### src/rtl/tx_scheduler.sv
// Arbitrates the USB transmitter between handshake replies and data packets.
// Enforces an inter-packet gap, gates data on buffer fill, and aborts a hung TX.
module tx_scheduler #(
  parameter int GAP_CYCLES     = 16,
  parameter int TIMEOUT_CYCLES = 4096,
  parameter int MAX_DATA       = 64
) (
  input  logic       clk,
  input  logic       n_rst,
  input  logic       hs_req,
  input  logic       hs_nak,
  output logic       hs_done,
  input  logic       data_req,
  input  logic [6:0] data_size,
  input  logic [6:0] buffer_occupancy,
  output logic       data_done,
  input  logic       rx_busy,
  output logic [1:0] tx_packet,
  input  logic       tx_done,
  output logic       tx_active,
  output logic       tx_error
);

  localparam int GW = (GAP_CYCLES > 1) ? $clog2(GAP_CYCLES) : 1;
  localparam int TW = (TIMEOUT_CYCLES > 1) ? $clog2(TIMEOUT_CYCLES) : 1;
  localparam logic [GW-1:0] GAP_LAST = GW'(GAP_CYCLES - 1);
  localparam logic [TW-1:0] TO_LAST  = TW'(TIMEOUT_CYCLES - 1);
  localparam logic [6:0]    MAX_SIZE = 7'(MAX_DATA);

  localparam logic [1:0] PKT_IDLE = 2'b00;
  localparam logic [1:0] PKT_DATA = 2'b01;

  typedef enum logic [2:0] {
    ST_GAP,
    ST_IDLE,
    ST_HS_TX,
    ST_DATA_WAIT,
    ST_DATA_TX
  } state_t;

  state_t      state_q, state_d;
  logic [GW-1:0] gap_cnt_q, gap_cnt_d;
  logic [TW-1:0] to_cnt_q, to_cnt_d;
  logic [6:0]  size_q, size_d;
  logic [1:0]  tx_packet_q, tx_packet_d;
  logic        tx_active_q, tx_active_d;
  logic        hs_done_q, hs_done_d;
  logic        data_done_q, data_done_d;
  logic        tx_error_q, tx_error_d;

  logic        to_expired;
  logic        grant_hs;
  logic        end_pkt;
  logic        end_err;

  always_comb begin
    state_d     = state_q;
    gap_cnt_d   = gap_cnt_q;
    to_cnt_d    = to_cnt_q;
    size_d      = size_q;
    tx_packet_d = tx_packet_q;
    tx_active_d = tx_active_q;
    hs_done_d   = 1'b0;
    data_done_d = 1'b0;
    tx_error_d  = 1'b0;
    grant_hs    = 1'b0;
    end_pkt     = 1'b0;
    end_err     = 1'b0;
    to_expired  = (to_cnt_q == TO_LAST);

    case (state_q)
      ST_GAP: begin
        if (gap_cnt_q == GAP_LAST) begin
          state_d   = ST_IDLE;
          gap_cnt_d = '0;
        end else begin
          gap_cnt_d = gap_cnt_q + GW'(1);
        end
      end

      ST_IDLE: begin
        if (!rx_busy) begin
          if (hs_req) begin
            grant_hs = 1'b1;
          end else if (data_req) begin
            size_d = data_size;
            if (data_size > MAX_SIZE) begin
              // Oversized request is rejected without touching the transmitter.
              tx_error_d  = 1'b1;
              data_done_d = 1'b1;
              state_d     = ST_GAP;
              gap_cnt_d   = '0;
            end else begin
              state_d     = ST_DATA_WAIT;
              tx_active_d = 1'b1;
              to_cnt_d    = '0;
            end
          end
        end
      end

      ST_DATA_WAIT: begin
        // A handshake may jump ahead; the data request stays pending upstream.
        if (hs_req && !rx_busy) begin
          grant_hs = 1'b1;
        end else if (buffer_occupancy >= size_q) begin
          state_d     = ST_DATA_TX;
          tx_packet_d = PKT_DATA;
          to_cnt_d    = '0;
        end else if (to_expired) begin
          end_pkt = 1'b1;
          end_err = 1'b1;
        end else begin
          to_cnt_d = to_cnt_q + TW'(1);
        end
      end

      ST_HS_TX, ST_DATA_TX: begin
        if (tx_done) begin
          end_pkt = 1'b1;
        end else if (to_expired) begin
          end_pkt = 1'b1;
          end_err = 1'b1;
        end else begin
          to_cnt_d = to_cnt_q + TW'(1);
        end
      end

      default: begin
        state_d   = ST_GAP;
        gap_cnt_d = '0;
      end
    endcase

    if (grant_hs) begin
      state_d     = ST_HS_TX;
      tx_packet_d = {1'b1, hs_nak};
      tx_active_d = 1'b1;
      to_cnt_d    = '0;
    end

    // Common exit for completion and abort; the owner is implied by the state.
    if (end_pkt) begin
      hs_done_d   = (state_q == ST_HS_TX);
      data_done_d = (state_q != ST_HS_TX);
      tx_error_d  = end_err;
      tx_packet_d = PKT_IDLE;
      tx_active_d = 1'b0;
      state_d     = ST_GAP;
      gap_cnt_d   = '0;
      to_cnt_d    = '0;
    end
  end

  always_ff @(posedge clk) begin
    if (!n_rst) begin
      state_q     <= ST_GAP;
      gap_cnt_q   <= '0;
      to_cnt_q    <= '0;
      size_q      <= '0;
      tx_packet_q <= PKT_IDLE;
      tx_active_q <= 1'b0;
      hs_done_q   <= 1'b0;
      data_done_q <= 1'b0;
      tx_error_q  <= 1'b0;
    end else begin
      state_q     <= state_d;
      gap_cnt_q   <= gap_cnt_d;
      to_cnt_q    <= to_cnt_d;
      size_q      <= size_d;
      tx_packet_q <= tx_packet_d;
      tx_active_q <= tx_active_d;
      hs_done_q   <= hs_done_d;
      data_done_q <= data_done_d;
      tx_error_q  <= tx_error_d;
    end
  end

  assign tx_packet = tx_packet_q;
  assign tx_active = tx_active_q;
  assign hs_done   = hs_done_q;
  assign data_done = data_done_q;
  assign tx_error  = tx_error_q;

endmodule

### config.mk
export PLATFORM = sky130hd
export DESIGN_NAME = tx_scheduler
export DESIGN_NICKNAME = d
export VERILOG_FILES = /design/src/rtl/tx_scheduler.sv
export SDC_FILE = /design/constraint.sdc
export NUM_CORES = 1
export LEC_CHECK = 0
export ABC_AREA = 1
export CAP_MARGIN = 20
export CORE_MARGIN = 4
export CORE_UTILIZATION = 54
export DETAILED_ROUTE_END_ITERATION = 7
export HOLD_SLACK_MARGIN = 0.03
export PLACE_DENSITY = 0.79
export SLEW_MARGIN = 15
export SYNTH_ARGS = -nofsm -noshare
export SYNTH_HDL_FRONTEND = slang
export SYNTH_SLANG_ARGS = --single-unit
### constraint.sdc
create_clock -name clk -period 2 [get_ports clk]
set_input_delay 0.4 -clock clk [delete_from_list [all_inputs] [get_ports clk]]
set_output_delay 0.4 -clock clk [all_outputs]
set_load 0.01 [all_outputs]
Word level (Yosys, flattened, before mapping)
Cells that the tools add are included.
{"block": "totals", "latch_bits": 0, "ff_bits": 32, "word_cells": 118, "ramBits": 0, "mem_bits_ro": 0, "mem_count": 0, "inputBits": 21, "output_inout_bits": 6}
{"block": "classes", "n_reduce_logical": 20, "n_bitwise": 5, "n_addsub": 2, "div": 0, "mul": 0, "order_cmp": 2, "n_mux": 52, "shift": 0, "eq_ne": 27}
{"operator": "$mux W12", "count": 8}
{"operator": "$pmux W12 S3", "count": 1}
{"operator": "$ne A2 B2 Y1 const B", "count": 12}
{"operator": "$mux W1", "count": 21}
{"operator": "$reduce_and A7 Y1", "count": 3}
{"operator": "$mux W4", "count": 5}
{"operator": "$mux W3", "count": 6}
{"operator": "$ne A3 B3 Y1 const B", "count": 6}
{"operator": "$add A12 B1 Y12 const B", "count": 1}
{"operator": "$eq A12 B12 Y1 const B", "count": 1}
{"operator": "$mux W2", "count": 6}
{"operator": "$pmux W3 S4", "count": 1}
{"operator": "$pmux W4 S3", "count": 1}
{"operator": "$reduce_and A5 Y1", "count": 2}
{"operator": "$reduce_bool A2 Y1", "count": 4}
{"operator": "$ge A7 B7 Y1", "count": 1}
{"operator": "$gt A7 B7 Y1 const B", "count": 1}
{"operator": "$eq A3 B2 Y1 const B", "count": 2}
{"operator": "$pmux W1 S2", "count": 3}
{"operator": "$reduce_or A3 Y1", "count": 2}
{"operator": "$not A1 Y1", "count": 5}
{"operator": "$add A4 B1 Y4 const B", "count": 1}
{"operator": "$eq A4 B4 Y1 const B", "count": 1}
{"operator": "$ne A2 B1 Y1 const B", "count": 2}
{"operator": "11 further kinds", "count": 12}

Longest topological paths before layout
Gate-level depths: netlist of the first run.
{"block": "depth", "word_depth": 7, "ltp_mapped": 14, "ltp_nobuf": 14}

Least setup slack after synthesis of the first run
No wires, ideal clock.
{"block": "synth_path", "path_kind": "input -> register", "start": "input buffer_occupancy[6]", "end": "register to_cnt_q[0]", "cell_stages": 10, "n_path_buf": 1, "required_time_ns": 1.888, "path_slack_ns": 0.320, "setup_time_ns": 0.112, "t_arrival_ns": 1.568, "path_cell_list": "ha_1 -> nand2_1 -> inv_1 -> a21oi_1 -> nand4_1 -> nand2_1 -> nand2_2 -> nand2_2 -> buf_6 -> nor2_1"}
{"block": "synth_between", "elab_chain_len": 5, "word_cells_on_any_way": 8, "classes_between": "order compare: 1; mux: 6; reduce/logical: 1"}
{"item": "start: declaration", "line_no": "15", "source": "input logic [6:0] buffer_occupancy,"}
{"item": "$ge A7 B7 Y1 *", "line_no": "106", "source": "end else if (buffer_occupancy >= size_q) begin"}
{"item": "$mux W1", "line_no": "106"}
{"item": "$mux W1", "line_no": "104", "source": "if (hs_req && !rx_busy) begin"}
{"item": "$pmux W1 S2", "line_no": "71", "source": "case (state_q)"}
{"item": "$reduce_or A3 Y1 (no source line)"}
{"item": "end signal: assignment", "line_no": "169", "source": "to_cnt_q <= to_cnt_d;"}
{"item": "end: declaration", "line_no": "43", "source": "logic [TW-1:0] to_cnt_q, to_cnt_d;"}
Every way passes the cells marked *; elsewhere a longest branch is shown, timed or not. The select of a mux whose other input is x is not followed.
A chain may end at the register's enable or synchronous reset.

Worst setup path in the final report of the first run
{"block": "layout_path", "start": "input buffer_occupancy[0]", "end": "register state_q[0]"}
{"block": "layout_between", "elab_chain_len": 5, "word_cells_on_any_way": 7, "classes_between": "order compare: 1; eq/ne: 1; mux: 3; reduce/logical: 2"}
{"item": "$ge A7 B7 Y1 *", "line_no": "106"}
{"item": "$mux W1", "line_no": "106"}
{"item": "$mux W1", "line_no": "104"}
{"item": "$pmux W1 S2", "line_no": "71"}
{"item": "$reduce_or A3 Y1 (no source line)"}
{"item": "end signal: assignment", "line_no": "167", "source": "state_q <= state_d;"}
{"item": "end: declaration", "line_no": "41", "source": "state_t state_q, state_d;"}
Every way passes the cells marked *; elsewhere a longest branch is shown, timed or not.

==> results.sh, run 1 <==
export IMPL_status="finished clean"
export IMPL_finalWirelength_um=4650
export IMPL_reg2reg_depth=11
export IMPL_ys_top_cells_by_count="83 x sky130_fd_sc_hd__nand2_1, 40 x sky130_fd_sc_hd__inv_1, 38 x sky130_fd_sc_hd__nor2_1, 32 x sky130_fd_sc_hd__dfxtp_1, 24 x sky130_fd_sc_hd__a21oi_1"
export IMPL_cts_repair_resized=0
export IMPL_min_delay_path_class="reg2reg"
export IMPL_postRouteAntennaNets=0
export IMPL_seq_power_share=0.473
export IMPL_tightestPinTransition_ns=0.453
export IMPL_core_outline_area_mm2=0.00344
export IMPL_synth_cell_types=26
export IMPL_place_worst_setup_slack_ns=-0.226
export IMPL_critical_path_peak_fanout=7
export IMPL_yosysWarningCount=0
export IMPL_holdCritStartpoint="size_q[4]"
export IMPL_area_of_the_multi_input_gates_mm2=0.00117
export IMPL_cts_clk_slew_worst_paths_ns=0.06
export IMPL_largest_net_degree_at_the_start_of_global_routing=15
export IMPL_fin_crit_ns=1.89
export IMPL_clock_root_buffer="sky130_fd_sc_hd__clkbuf_8"
export IMPL_post_layout_nonfiller_instances=394
export IMPL_drt_vias_per_instance=5.02
export IMPL_track_usage=0.221
export IMPL_synth_area_top_cells="sky130_fd_sc_hd__dfxtp_1 33%, sky130_fd_sc_hd__nand2_1 16%, sky130_fd_sc_hd__inv_1 7.6%"
export IMPL_worstPathArrival_ns=2.07
export IMPL_finalInstanceArea_mm2=0.00250
export IMPL_cp_start_kind="input port"
export IMPL_reg2reg_to="state_q[0]"
export IMPL_synth_top_cell_by_area="sky130_fd_sc_hd__dfxtp_1"
export IMPL_initial_utilization=0.573
export IMPL_fin_tns_setup_ns=0
export IMPL_grt_antenna_before_repair=0
export IMPL_die_y_um=68.4
export IMPL_numPortBuffers=26
export IMPL_whs_endpoint="size_q[4]"
export IMPL_ff2ff_setup_slack_ns=0.31
export IMPL_holdWs_ns=0.456
export IMPL_detail_route_wl_per_cell_um=11.8
export IMPL_final_setup_viol_count=0
export IMPL_power_density_mw_per_mm2=560
export IMPL_critical_setup_path_kind="in2reg"
export IMPL_dpl_cell_count=386
export IMPL_worst_skew_pair_late_latency_ns=0.29
export IMPL_die_area_mm2=0.00468
export IMPL_regToRegStartpoint="size_q[6]"
export IMPL_finalHoldViolCount=0
export IMPL_relative_slew_margins=0.696
export IMPL_whs_path_depth=2
export IMPL_power_share_clock=0.382
export IMPL_power_share_combinational=0.145
export IMPL_sequential_cell_area_um2=641
export IMPL_dpl_cell_area_mm2=0.00234
export IMPL_syn_avg_cell_area_um2=6.38
export IMPL_cts_hold_buf=0
export IMPL_nets_finish=378
export IMPL_grt_ovfl_total=0
export IMPL_cap_viol_max_count=0
export IMPL_finalWorstSetupSlack_ns=0.110
export IMPL_p_int_mw=1.06
export IMPL_clock_tree_buffer_depth=2
export IMPL_postSynthCellCount=309
export IMPL_layout_worst_path_cycle_share=0.945
export IMPL_critical_path_required_time_ns=2.18
export IMPL_netlist_area_leader_share=0.325
export IMPL_sw_ratio=0.247
export IMPL_drt_initial_drc_count=154
export IMPL_wire_length_of_the_first_global_routing_pass_um=7850
export IMPL_rows=21
export IMPL_ios=27
export IMPL_synth_seq_area_share=0.325
export IMPL_route_vias_total=1977
export IMPL_p_switching_mw=0.346
export IMPL_nFillCells=278
export IMPL_number_of_detailed_route_iterations_in_the_first_pass=4
export IMPL_cts_num_sinks=32
export IMPL_power_leakage_nw=1.08
export IMPL_async_reset_ff_frac=0
export IMPL_htree_num_levels=2
export IMPL_n_antenna_cell=0
export IMPL_post_synth_instance_area_mm2=0.00197
export IMPL_syn_num_nets=339
export IMPL_vdd_ir_drop_worst_mv=0.627
export IMPL_final_layout_size_suffix_gt1_frac=0.144
export IMPL_drc_markers=0
export IMPL_critical_path_endpoint_type="register"
export IMPL_post_cts_buffers=0
export IMPL_grt_pass1_vias=1809
export IMPL_number_of_synthesized_flops_with_an_enable_pin=0
export IMPL_rsz0062_at_grt="true"
export IMPL_tritoncts_num_buffers=5
export IMPL_area_growth_pct=27.0
export IMPL_synth_main_ff_cell="sky130_fd_sc_hd__dfxtp_1"
export IMPL_synth_register_bits=32
export IMPL_slew_violations=0
export IMPL_maximum_frequency_from_static_timing_analysis_ghz=0.529
export IMPL_detailed_place_hpwl_um=3370
export IMPL_finalClockSkew_ns=0.00641
export IMPL_synthMostInstantiatedCell="sky130_fd_sc_hd__nand2_1"
export IMPL_tritoncts="built"
export IMPL_gp_routability_congestion=0.881
export IMPL_dieWidth_um=68.4
[critical path: stages]
cell and delay [ns]:
sky130_fd_sc_hd__clkdlybuf4s50_1 0.45, sky130_fd_sc_hd__inv_1 0.04, sky130_fd_sc_hd__ha_1 0.27, sky130_fd_sc_hd__inv_1 0.05, sky130_fd_sc_hd__nand2_1 0.04, sky130_fd_sc_hd__nand2_1 0.06, sky130_fd_sc_hd__nand2_1 0.07, sky130_fd_sc_hd__nand2_2 0.08
sky130_fd_sc_hd__nand4_1 0.12, sky130_fd_sc_hd__nand2_2 0.12, sky130_fd_sc_hd__nand2_4 0.07, sky130_fd_sc_hd__nand2_4 0.10, sky130_fd_sc_hd__clkbuf_16 0.15, sky130_fd_sc_hd__a21oi_1 0.04
[cells by family after synthesis]
logic type / after synthesis / share of synthesized area
XOR/XNOR: 3 / 0.0133
AO/OA/AOI/OAI: 43 / 0.118
buffers and inverters: 49 / 0.0984
flip-flops: 32 / 0.325
adder cells (fa/ha/maj): 9 / 0.0571
AND/OR/NAND/NOR: 173 / 0.388
[flip-flops by register name, indices dropped and copies added, names as in the netlist]
| register | flops |
|---|---|
| gap_cnt_q | 4 |
| state_q | 3 |
| size_q | 7 |
| hs_done | 1 |
| data_done | 1 |
| to_cnt_q | 12 |
| tx_error | 1 |
| tx_packet | 2 |
| tx_active | 1 |
[placed cells by master (no fill, tap or decap), types with 2 or more instances in the layout]
cell type,count
sky130_fd_sc_hd__ha_1,9
sky130_fd_sc_hd__clkdlybuf4s50_1,26
sky130_fd_sc_hd__nor2_1,38
sky130_fd_sc_hd__o21ai_0,11
sky130_fd_sc_hd__xor2_1,3
sky130_fd_sc_hd__a21oi_1,22
sky130_fd_sc_hd__inv_1,40
sky130_fd_sc_hd__nor2_2,4
sky130_fd_sc_hd__o22ai_1,2
sky130_fd_sc_hd__o21bai_1,3
sky130_fd_sc_hd__nand2_4,2
sky130_fd_sc_hd__inv_2,5
sky130_fd_sc_hd__nand2_2,15
sky130_fd_sc_hd__nand3_1,23
sky130_fd_sc_hd__nand4_1,4
sky130_fd_sc_hd__clkbuf_8,7
sky130_fd_sc_hd__nand2_1,78
sky130_fd_sc_hd__a21oi_2,2
sky130_fd_sc_hd__nor3_1,5
sky130_fd_sc_hd__dfxtp_1,32
sky130_fd_sc_hd__buf_4,8
[how the worst max path moves through the flow]
stage / start / end / slack [ns] / depth (start not counted)
after floorplan: buffer_occupancy[6] / to_cnt_q[0] / 0.32 / 10
after global placement: buffer_occupancy[6] / state_q[1] / -0.17 / 12
after detailed placement: buffer_occupancy[4] / state_q[2] / -0.23 / 11
after CTS: buffer_occupancy[4] / to_cnt_q[8] / 0.07 / 11
after global routing: buffer_occupancy[6] / state_q[1] / -0.02 / 12
final: buffer_occupancy[0] / state_q[0] / 0.11 / 14
[routing by layer]
metal	wire (µm)	track usage	up-vias	part of all wire
li1	-	-	1055	-
met1	2150	0.279	878	0.46
met2	2190	0.361	40	0.47
met3	251	0.0608	4	0.054
met4	62	0.0744	0	0.013
met5	0	0	-	0
[power groups by stage]
stage                     Combinational, mW  Clock (mW)  Sequential [mW]
after floorplan                       0.107           0            0.676
after global placement                0.184           0            0.677
after detailed placement              0.187           0            0.678
after CTS                             0.189       0.541            0.663
after global routing                  0.230       0.565            0.665
final                                 0.204       0.536            0.663
[area by class of cell]
class,instances,share of cell area
well taps,46,0.0230
inverters,45,0.0675
clock buffers,7,0.0385
flip-flops and latches,32,0.256
multi-input cells,228,0.469
repair buffers,36,0.146
[metrics by stage]
stage	power, mW	util
floorplan	0.783	-
global placement	0.861	0.681
detailed placement	0.865	0.681
CTS	1.39	0.709
global route	1.46	0.727
finish	1.40	0.727
Power figures use the tool's default switching activity.
==> run 2: changes to the inputs <==
--- a/config.mk
+++ b/config.mk
@@ -11,7 +11,7 @@
 export CORE_UTILIZATION = 54
 export DETAILED_ROUTE_END_ITERATION = 7
 export HOLD_SLACK_MARGIN = 0.03
-export PLACE_DENSITY = 0.79
+export PLACE_DENSITY_LB_ADDON = 0.08
 export SLEW_MARGIN = 15
 export SYNTH_ARGS = -nofsm -noshare
 export SYNTH_HDL_FRONTEND = slang
==> results.sh, run 2 (synthesized netlist as in run 1, its figures left out) <==
export IMPL_critical_setup_path_kind="in2reg"
export IMPL_grt_pass1_vias=1757
export IMPL_layout_common_cells="82 x sky130_fd_sc_hd__nand2_1, 40 x sky130_fd_sc_hd__inv_1, 38 x sky130_fd_sc_hd__nor2_1"
export IMPL_pnr_total_power_mw=1.37
export IMPL_final_util=0.712
export IMPL_critical_path_required_time_ns=2.18
export IMPL_post_cts_buffers=0
export IMPL_worst_skew_pair_late_latency_ns=0.29
export IMPL_vdd_ir_drop_worst_mv=0.656
export IMPL_regs_by_ff_count="to_cnt_q (12), size_q (7), gap_cnt_q (4)"
export IMPL_power_density_mw_per_mm2=559
export IMPL_track_usage=0.216
export IMPL_worstPathArrival_ns=2.09
export IMPL_number_of_detailed_route_iterations_in_the_first_pass=6
export IMPL_cts_clk_slew_worst_paths_ns=0.07
export IMPL_holdCritStartpoint="size_q[3]"
export IMPL_cts_repair_resized=0
export IMPL_power_leakage_nw=1.05
export IMPL_tritoncts_num_buffers=5
export IMPL_min_delay_path_class="reg2reg"
export IMPL_n_antenna_cell=0
export IMPL_clock_tree_buffer_depth=2
export IMPL_detailed_place_hpwl_um=3360
export IMPL_ff2ff_setup_slack_ns=0.29
export IMPL_die_area_mm2=0.00468
export IMPL_die_y_um=68.4
export IMPL_nets_finish=376
export IMPL_area_growth_pct=24.4
export IMPL_finalWirelength_um=4440
export IMPL_route_vias_total=2003
export IMPL_regToRegStartpoint="size_q[4]"
export IMPL_fin_crit_ns=1.91
export IMPL_grt_antenna_before_repair=0
export IMPL_finalHoldViolCount=0
export IMPL_maximum_frequency_from_static_timing_analysis_ghz=0.523
export IMPL_ios=27
export IMPL_flip_flop_count_of_the_largest_register_all_copies_and_words_added=12
export IMPL_cts_num_sinks=32
export IMPL_largest_net_degree_at_the_start_of_global_routing=15
export IMPL_drt_vias_per_instance=5.10
export IMPL_cts_hold_buf=0
export IMPL_relative_slew_margins=0.711
export IMPL_holdWs_ns=0.457
export IMPL_cap_viol_max_count=0
export IMPL_cp_start_kind="input port"
export IMPL_wire_length_of_the_first_global_routing_pass_um=7560
export IMPL_reg2reg_depth=11
export IMPL_nFillCells=318
export IMPL_initial_utilization=0.573
export IMPL_final_setup_viol_count=0
export IMPL_drc_markers=0
export IMPL_finalClockSkew_ns=0.00737
export IMPL_status="finished clean"
export IMPL_crit_start="buffer_occupancy[4]"
export IMPL_critical_path_peak_fanout=14
export IMPL_numPortBuffers=26
export IMPL_slew_violations=0
export IMPL_tritoncts="built"
export IMPL_rows=21
export IMPL_postRouteAntennaNets=0
export IMPL_detail_route_wl_per_cell_um=11.3
export IMPL_critical_path_endpoint_type="register"
export IMPL_largest_register="to_cnt_q"
export IMPL_drt_initial_drc_count=90
export IMPL_whs_endpoint="size_q[3]"
export IMPL_reg2reg_to="state_q[2]"
export IMPL_core_outline_area_mm2=0.00344
export IMPL_clock_root_buffer="sky130_fd_sc_hd__clkbuf_8"
export IMPL_layout_worst_path_cycle_share=0.956
export IMPL_final_common_cell="sky130_fd_sc_hd__nand2_1"
export IMPL_whs_path_depth=2
export IMPL_dieWidth_um=68.4
export IMPL_rsz0062_at_grt="false"
export IMPL_tightestPinTransition_ns=0.430
export IMPL_grt_ovfl_total=0
export IMPL_gp_routability_congestion=0.841
export IMPL_final_layout_size_suffix_gt1_frac=0.127
export IMPL_htree_num_levels=2
run 2: changes by cell type in the layout (fill, tap and decap cells not counted):
cell,before,now
sky130_fd_sc_hd__a21oi_1,22,23
sky130_fd_sc_hd__clkinv_2,0,2
sky130_fd_sc_hd__a21oi_2,2,1
sky130_fd_sc_hd__nand2_2,15,11
sky130_fd_sc_hd__clkbuf_16,1,0
sky130_fd_sc_hd__buf_4,8,7
sky130_fd_sc_hd__clkbuf_8,7,6
sky130_fd_sc_hd__nand2_1,78,82
run 2: metal layers:
layer  vias to the layer above  GRT usage  share of wire
li1                       1052          -              -
met1                       909      0.281           0.49
met2                        37      0.334           0.46
met3                         5     0.0558          0.038
met4                         0     0.0943          0.017
met5                         -          0              0
run 2: worst max path at each step:
stage | endpoint | slack, ns | depth (start not counted)
final | state_q[2] | 0.09 | 11
after global placement | state_q[1] | -0.19 | 12
after floorplan | to_cnt_q[0] | 0.32 | 10
after detailed placement | state_q[1] | -0.27 | 12
after CTS | state_q[1] | 0.01 | 12
after global routing | to_cnt_q[8] | 0.002 | 14
run 2: power breakdown:
group,switching (mW),internal [mW]
registers,0.0117,0.651
clock network,0.244,0.274
logic,0.0987,0.0916
total,0.355,1.02
run 2: final cells by class:
| cell class | count | area, µm² | area share |
|---|---|---|---|
| flip-flops and latches | 32 | 641 | 0.261 |
| multi-input cells | 228 | 1160 | 0.473 |
| inverters | 45 | 169 | 0.0689 |
| repair buffers | 34 | 333 | 0.136 |
| clock inverters | 2 | 10.0 | 0.00408 |
| well taps | 46 | 57.6 | 0.0235 |
| clock buffers | 6 | 82.6 | 0.0337 |
run 2: worst max-delay path, cell delays in order:
cell and delay (ns):
sky130_fd_sc_hd__clkdlybuf4s50_1 0.41, sky130_fd_sc_hd__ha_1 0.31, sky130_fd_sc_hd__nand2_1 0.06, sky130_fd_sc_hd__nand2_1 0.08
sky130_fd_sc_hd__a21oi_4 0.19, sky130_fd_sc_hd__nand4_1 0.14, sky130_fd_sc_hd__nand2_1 0.12, sky130_fd_sc_hd__nand2_2 0.09
sky130_fd_sc_hd__nand2_2 0.09, sky130_fd_sc_hd__buf_12 0.14, sky130_fd_sc_hd__a21oi_1 0.05
run 2: per-stage QoR:
step / worst slack [ns] / cell area [µm²] / TNS (ns) / cells
finish: 0.0880 / 2450 / 0 / 393
global route: 0.00175 / 2450 / 0 / 393
CTS: 0.0136 / 2430 / 0 / 393
detailed placement: -0.270 / 2340 / -5.50 / 385
global placement: -0.193 / 2340 / -3.74 / 385
floorplan: 0.320 / 1970 / 0 / 309
